--- src/rtl/wb_arbiter.sv ---
// Two-master Wishbone arbiter: round-robin grant with an IDLE gap on every hand-off,
// combinational bus steering and a per-transfer strobe timeout that raises m_err.
module wb_arbiter #(
  parameter int unsigned TIMEOUT = 255
) (
  input  logic        clk,
  input  logic        rst_n,
  input  logic [1:0]  m_cyc,
  input  logic [1:0]  m_stb,
  input  logic [1:0]  m_we,
  input  logic [7:0]  m_sel,
  input  logic [63:0] m_adr,
  input  logic [63:0] m_dat_w,
  output logic [1:0]  m_ack,
  output logic [1:0]  m_err,
  output logic [31:0] m_dat_r,
  output logic        s_cyc,
  output logic        s_stb,
  output logic        s_we,
  output logic [3:0]  s_sel,
  output logic [31:0] s_adr,
  output logic [31:0] s_dat_w,
  input  logic        s_ack,
  input  logic [31:0] s_dat_r,
  output logic [1:0]  grant
);

  typedef enum logic [2:0] {
    IDLE = 3'b001,
    G0   = 3'b010,
    G1   = 3'b100
  } state_e;

  localparam logic        TMO_EN   = (TIMEOUT != 0);
  localparam logic [15:0] TMO_LAST = 16'(TIMEOUT - 1);

  state_e      state_q, state_d;
  logic [1:0]  grant_q, grant_d;
  logic        last_q, last_d;
  logic [15:0] cnt_q, cnt_d;

  logic        gsel;
  logic        granted;
  logic        stb_raw;
  logic        tmo_hit;
  logic        ack_g;

  // Arbitration: last_q records the most recently granted master (1 after reset).
  always_comb begin
    state_d = state_q;
    last_d  = last_q;
    unique case (state_q)
      IDLE: begin
        if (m_cyc[0] && (!m_cyc[1] || last_q)) state_d = G0;
        else if (m_cyc[1])                     state_d = G1;
      end
      G0: begin
        if (!m_cyc[0]) begin
          state_d = IDLE;
          last_d  = 1'b0;
        end
      end
      G1: begin
        if (!m_cyc[1]) begin
          state_d = IDLE;
          last_d  = 1'b1;
        end
      end
      default: state_d = IDLE;
    endcase
    grant_d = {state_d == G1, state_d == G0};
  end

  // Bus steering from the registered grant.
  always_comb begin
    gsel    = grant_q[1];
    granted = |grant_q;
    s_cyc   = granted & m_cyc[gsel];
    stb_raw = granted & m_stb[gsel];
    s_we    = granted & m_we[gsel];
    s_sel   = '0;
    s_adr   = '0;
    s_dat_w = '0;
    if (granted) begin
      s_sel   = gsel ? m_sel[7:4]     : m_sel[3:0];
      s_adr   = gsel ? m_adr[63:32]   : m_adr[31:0];
      s_dat_w = gsel ? m_dat_w[63:32] : m_dat_w[31:0];
    end
    // Ack has priority: a coinciding s_ack suppresses the timeout.
    tmo_hit = TMO_EN && s_cyc && stb_raw && !s_ack && (cnt_q == TMO_LAST);
    s_stb   = stb_raw & ~tmo_hit;
    ack_g   = s_ack & s_cyc;
    m_ack   = {gsel & ack_g, ~gsel & ack_g};
    m_err   = {gsel & tmo_hit, ~gsel & tmo_hit};
    m_dat_r = s_dat_r;
  end

  always_comb begin
    cnt_d = cnt_q;
    if ((state_d != state_q) || !stb_raw || s_ack || tmo_hit) cnt_d = '0;
    else if (s_cyc)                                         cnt_d = cnt_q + 16'd1;
  end

  always_ff @(posedge clk or negedge rst_n) begin
    if (!rst_n) begin
      state_q <= IDLE;
      grant_q <= '0;
      last_q  <= 1'b1;
      cnt_q   <= '0;
    end else begin
      state_q <= state_d;
      grant_q <= grant_d;
      last_q  <= last_d;
      cnt_q   <= cnt_d;
    end
  end

  assign grant = grant_q;

endmodule

--- config.mk ---
export PLATFORM = sky130hd
export DESIGN_NAME = wb_arbiter
export DESIGN_NICKNAME = d
export VERILOG_FILES = /design/src/rtl/wb_arbiter.sv
export SDC_FILE = /design/constraint.sdc
export NUM_CORES = 1
export LEC_CHECK = 0
export ABC_AREA = 1
export CORE_AREA = 2 2 112 114
export DETAILED_ROUTE_END_ITERATION = 16
export DIE_AREA = 0 0 114 116
export GPL_TIMING_DRIVEN = 0
export PLACE_DENSITY = 0.72
export SYNTH_ARGS = -nofsm -noshare
export SYNTH_HDL_FRONTEND = slang
export SYNTH_SLANG_ARGS = --single-unit
--- constraint.sdc ---
create_clock -name clk -period 1.7 [get_ports clk]
set_input_delay 0.34 -clock clk [delete_from_list [all_inputs] [get_ports clk]]
set_output_delay 0.34 -clock clk [all_outputs]
set_load 0.01 [all_outputs]
# ---- Yosys cells after proc, flatten, opt, wreduce, memory -nomap -nowiden
# Index checks and enable logic that the tools add are counted.
dict set report totals {
  word_cells 63
  output_inout_bits 109
  regBits 22
  in_bits 177
}
dict set report classes {
  n_eq_ne 9
  magnitude_cmp 1
  bitwise_logic 11
  add_sub_neg 1
  muxes 22
  n_reduce_logical 15
}
# cell n
set ops {}
lappend ops {{$mux 32} 4}
lappend ops {{$mux 16} 2}
lappend ops {{$add 16x1->16 const B} 1}
lappend ops {{$eq 16x8->1 const B} 1}
lappend ops {{$mux 3} 4}
lappend ops {{$and 1x1->1} 9}
lappend ops {{$pmux 3 s3} 1}
lappend ops {{$mux 1} 8}
lappend ops {{$mux 4} 2}
lappend ops {{$eq 3x2->1 const B} 2}
lappend ops {{$eq 3x3->1 const B} 2}
lappend ops {{$logic_and 1x1->1} 4}
lappend ops {{$logic_or 1x1->1} 4}
lappend ops {{$ne 2x2->1 const B} 2}
lappend ops {{$reduce_bool 2->1} 2}
lappend ops {{$eq 3x1->1 const B} 1}
lappend ops {{$logic_not 1->1} 3}
lappend ops {{$ne 3x3->1} 1}
lappend ops {{$reduce_and 3->1} 1}
lappend ops {{$lt 1x2->1 const B} 1}
lappend ops {{$not 1->1} 2}
lappend ops {{$pmux 1 s2} 1}
lappend ops {{$reduce_or 2->1} 1}

# ---- Depth between registers and ports, before layout
dict set report depth {
  word_depth 10
  ltp_mapped 10
  depth_no_buf 10
}

# ---- Worst setup path after synthesis
# No wires, ideal clock.
dict set report synth_timing {
  path_type {reg2out}
  startpoint {register grant_q[0], in the netlist grant[0]}
  endpoint {output port s_adr[25]}
  required_time_ps 1360
  t_arrival_ps 1309
  stages_incl_launch_ff 6
  path_slack_ps 51
  path_buffers 3
  cell_sequence {dfrtp_1 > buf_2 > clkbuf_1 > buf_1 > nand3_1 > nand2_1}
}
dict set report synth_between {
  elab_chain_len 2
}
# element line_no
set synth_rtl {}
lappend synth_rtl {{from (decl)} 38} ;# logic [1:0] grant_q, grant_d;
lappend synth_rtl {{from (signal assigned)} 112} ;# grant_q <= grant_d;
lappend synth_rtl {{$reduce_or 2->1} 77} ;# granted = |grant_q;
lappend synth_rtl {{$mux 32} 84} ;# if (granted) begin
lappend synth_rtl {{to (decl)} 21} ;# output logic [31:0] s_adr,
# No other way between the ends.

# ---- Worst setup path after layout
dict set report layout_timing {
  startpoint {register grant_q[1], in the netlist grant[1]}
  endpoint {output port s_stb}
}
dict set report layout_between {
  elab_chain_len 8
  elab_cells_between_ends 12
  classes_between {mux (4); bitwise (4); reduce/logical (4)}
}
# element line_no
set layout_rtl {}
lappend layout_rtl {{$mux 1, on equally long branches (2 in a row)} {78, 79}}
lappend layout_rtl {{$and 1x1->1, on equally long branches} {78, 79}}
lappend layout_rtl {{$logic_and 1x1->1 (3 in a row)} 90} ;# tmo_hit = TMO_EN && s_cyc && stb_raw && !s_ack && (cnt_q == TMO_LAST);
lappend layout_rtl {{$not 1->1} 91} ;# s_stb = stb_raw & ~tmo_hit;
lappend layout_rtl {{$and 1x1->1 (*)} 91}
lappend layout_rtl {{to (decl)} 18} ;# output logic s_stb,
# Mark *: on every way between the ends. The rest lies on a longest branch, timed or not. The select of a mux whose other input is x is not followed.

==> impl_results.md <==
* Drt wl/cell at about 18 um
* DIE AREA at 13,200 sq um
* EDFF count, synth at 0
* Post-synthesis simple-gate area fraction at 50.3%
* Seq/Total Area, Yosys at 20.6%
* Die X at 114 um
* GRT Residual Overflow at 0
* Max Slew Vio Count at 0
* Vias in the first global route at 3,812
* CP startpoint kind: flop
* Yosys warning count at 0
* Tmin final at 2.09 ns
* WS Path Type: flop to primary output
* Unique masters post-synth at 32
* Worst IR Drop VDD at 0.745 mV
* DRT iter0 DRCs at 183
* Max FO, Critical Path at 5
* CP required at 1.36 ns
* Main combinational cell family by area after synthesis: simple AND/OR/NAND/NOR gates
* Detailed-route DRC error count at 0
* Die H at 116 um
* GPL Wtd Cong at 0.900
* Total GRT Usage at 19.8%
* Primary FF master, synth: dfrtp_1
* Gate Count Post-Synth at 466
* Routed WL at 16,700 um
* Antenna-violating nets left at 0
* CTS tree: built
* Avg Cell Area, Syn at 5.77 sq um
* Pleak at 0.00321 uW
* Fmax at 0.479 GHz
* Initial Utilization at 22.6%
* Arr. time, crit path at 1.75 ns
* Dpl hpwl at 11,400 um
* I/O Buffers at 253
* Design Power at 9270 uW
* Failing checks: setup timing
* Final core utilization at approximately three fifths
* Fin crit share at 123%
* Filler cell count at 1,029
* Hold Crit Class: flop to flop
* Worst skew pair latency at 0.26 ns
* Htree depth at 1
* P per Cell Area at 1330 nW/um^2
* Area Growth Syn to Fin at 159%
* Routed via count at 4,323
* Antenna violations before repair at 1
* RSZ-0062 raised after global routing: true
* Core Area at 11,900 sq um
* Worst clock skew at 0.00252 ns
* Clk slew on worst S/H paths at 0.06 ns
* Final setup margin at -0.387 ns
* Worst Tran Pin Value at 1.02 ns
* Top Ports at 286
* Run status: complete, but fails checks
* Layout cell share with drive strength beyond 1 at 45.2%
* Longest Clk Path Bufs at 2
* Nets@finish at 959
* Vias per Instance at 4.66
* Finish-stage setup viols at 90
* Placement Rows at 40
* Global-route wire length before repair at 20,500 um
* Ys async rst share at 100%
* Max capacitance violation total at 0
* CTS Root Cell: clkbuf_16
* Compound-Gate Fraction of Synth Area at about 8.6%
* CTS Buf Count at 3
* Largest net degree at the start of global routing at 23
* Clock Sinks at 22
* Post-synthesis mux area share at 0%
* Syn_nets at around 650
* # hold bufs at CTS at 0
* Adder-cell area share of the yosys netlist at 0.931%
* Mapped Area at 2690 sq um
* #FFs+latches synth at 22
* Hold Violations, Final at 0
* Max-slew headroom at a little under a third
* Post-route setup TNS at -18.91 ns
* Xor-xnor portion of the synthesized cell area at 1.95%
* Drt pass-1 iters at 4
* Critical path endpoint category: primary output
* Dpl ws at -0.957 ns
report_power, final:
| part | total, uW | leakage, uW | internal [uW] | switching, uW |
|---|---|---|---|---|
| Sequential | 714 | 0.000295 | 613 | 101 |
| Combinational | 8040 | 0.00288 | 4030 | 4010 |
| Clock | 515 | 0.0000382 | 320 | 195 |
per-layer routing:
| layer | GRT usage [%] | share of wire [%] | vias to the layer above |
|---|---|---|---|
| met5 | 0 | 0 | - |
| met4 | 3.33 | 1.3 | 0 |
| met3 | 5.13 | 8.8 | 18 |
| met2 | 33.8 | 50 | 203 |
| met1 | 25.7 | 40 | 2004 |
| li1 | - | - | 2098 |
placed cells by master, fill, tap and decap left out, types with 2 or more instances in the layout:
master and n:
clkdlybuf4s50_1 175, inv_2 5, nand3_2 20, nor3_1 4, buf_8 10, xnor2_1 2, buf_6 49, a21oi_1 7
a21oi_4 3, nor2_1 64, nor3_2 12, nand3_1 32, dfrtp_1 19, buf_4 56, o21ai_0 6, buf_12 12
inv_1 26, nand2_2 28, ha_1 2, diode_2 2, nand2_4 27, nand2_1 70, buf_2 21, a21oi_2 25
nor2_2 23, clkbuf_16 13, clkbuf_4 5, dfstp_2 2, dlygate4sd2_1 2, nor2_4 8, nand4_1 4, xor2_1 4
clkbuf_2 21, dlymetal6s2s_1 3, nor3_4 4
kinds of logic after synthesis:
| kind of cell | after synthesis |
|---|---|
| XOR/XNOR | 6 |
| adder cells (fa/ha/maj) | 2 |
| AO/OA/AOI/OAI | 45 |
| flip-flops | 22 |
| buffers and inverters | 90 |
| AND/OR/NAND/NOR | 301 |
worst max-delay path, cell delays in order, from the launching register on:
cell and delay, ns:
dfrtp_2 0.50, buf_12 0.15, clkinv_8 0.06, or2_0 0.25, nand2_2 0.10, buf_6 0.12
nor2_4 0.04, a21oi_2 0.12, buf_2 0.14
worst paths after layout:
check,cells past startpoint,slack (ns),start,end
setup reg to reg,10,-0.29,grant[1]$_DFF_PN0_,cnt_q[15]$_DFFE_PN0P_
hold reg to reg,2,0.52,last_q$_DFFE_PN1P_,last_q$_DFFE_PN1P_
min in group asynchronous,1,0.64,rst_n,cnt_q[11]$_DFFE_PN0P_
max in group asynchronous,1,0.37,rst_n,grant[1]$_DFF_PN0_
setup / recovery,8,-0.39,grant[1]$_DFF_PN0_,s_stb
hold / removal,2,0.52,last_q$_DFFE_PN1P_,last_q$_DFFE_PN1P_
synthesized netlist by cell type, types with 3 or more instances:
cell type / instances / share of area, %
inv_1: 31 / 4.3
a21oi_1: 35 / 6.5
nor2_1: 91 / 13
nand3_1: 51 / 9.5
dfrtp_1: 20 / 19
buf_4: 34 / 9.5
o21ai_0: 7 / 1.3
nand2_2: 3 / 0.70
nor3_1: 10 / 1.9
nand4_1: 4 / 0.93
nand2_1: 121 / 17
xor2_1: 4 / 1.3
clkbuf_1: 20 / 2.8
nor3_2: 10 / 3.7
repair_timing:
item | CTS | global route
pin swaps | 3 | 52
setup buffers | 4 | 45
endpoints found under the setup margin | 85 | 89
cloned | 0 | 11
resized for setup | 198 | 408
through the flow:
step	cell area, sq um	hold slack, ns	instances
after global placement	5410	0.492	866
after detailed placement	5410	0.507	866
after global routing	6960	0.555	926
after CTS	5690	0.510	874
final	6960	0.517	928
after floorplan	2690	0.0444	466
cell type report:
| class | count | area [sq um] | share of cell area [%] |
|---|---|---|---|
| repair buffers | 311 | 3120 | 44.8 |
| well taps | 147 | 184 | 2.64 |
| flip-flops and latches | 22 | 554 | 7.96 |
| diodes | 2 | 5.00 | 0.0719 |
| inverters | 33 | 141 | 2.03 |
| plain buffers | 53 | 546 | 7.83 |
| clock buffers | 4 | 78.8 | 1.13 |
| multi-input cells | 355 | 2330 | 33.4 |
| repair inverters | 1 | 6.26 | 0.0898 |
registers in the layout, summed over array words and instances, names as in the netlist:
name     flops
last_q       1
cnt_q       16
state_q      3
grant        2
Power figures use the tool's default switching activity.
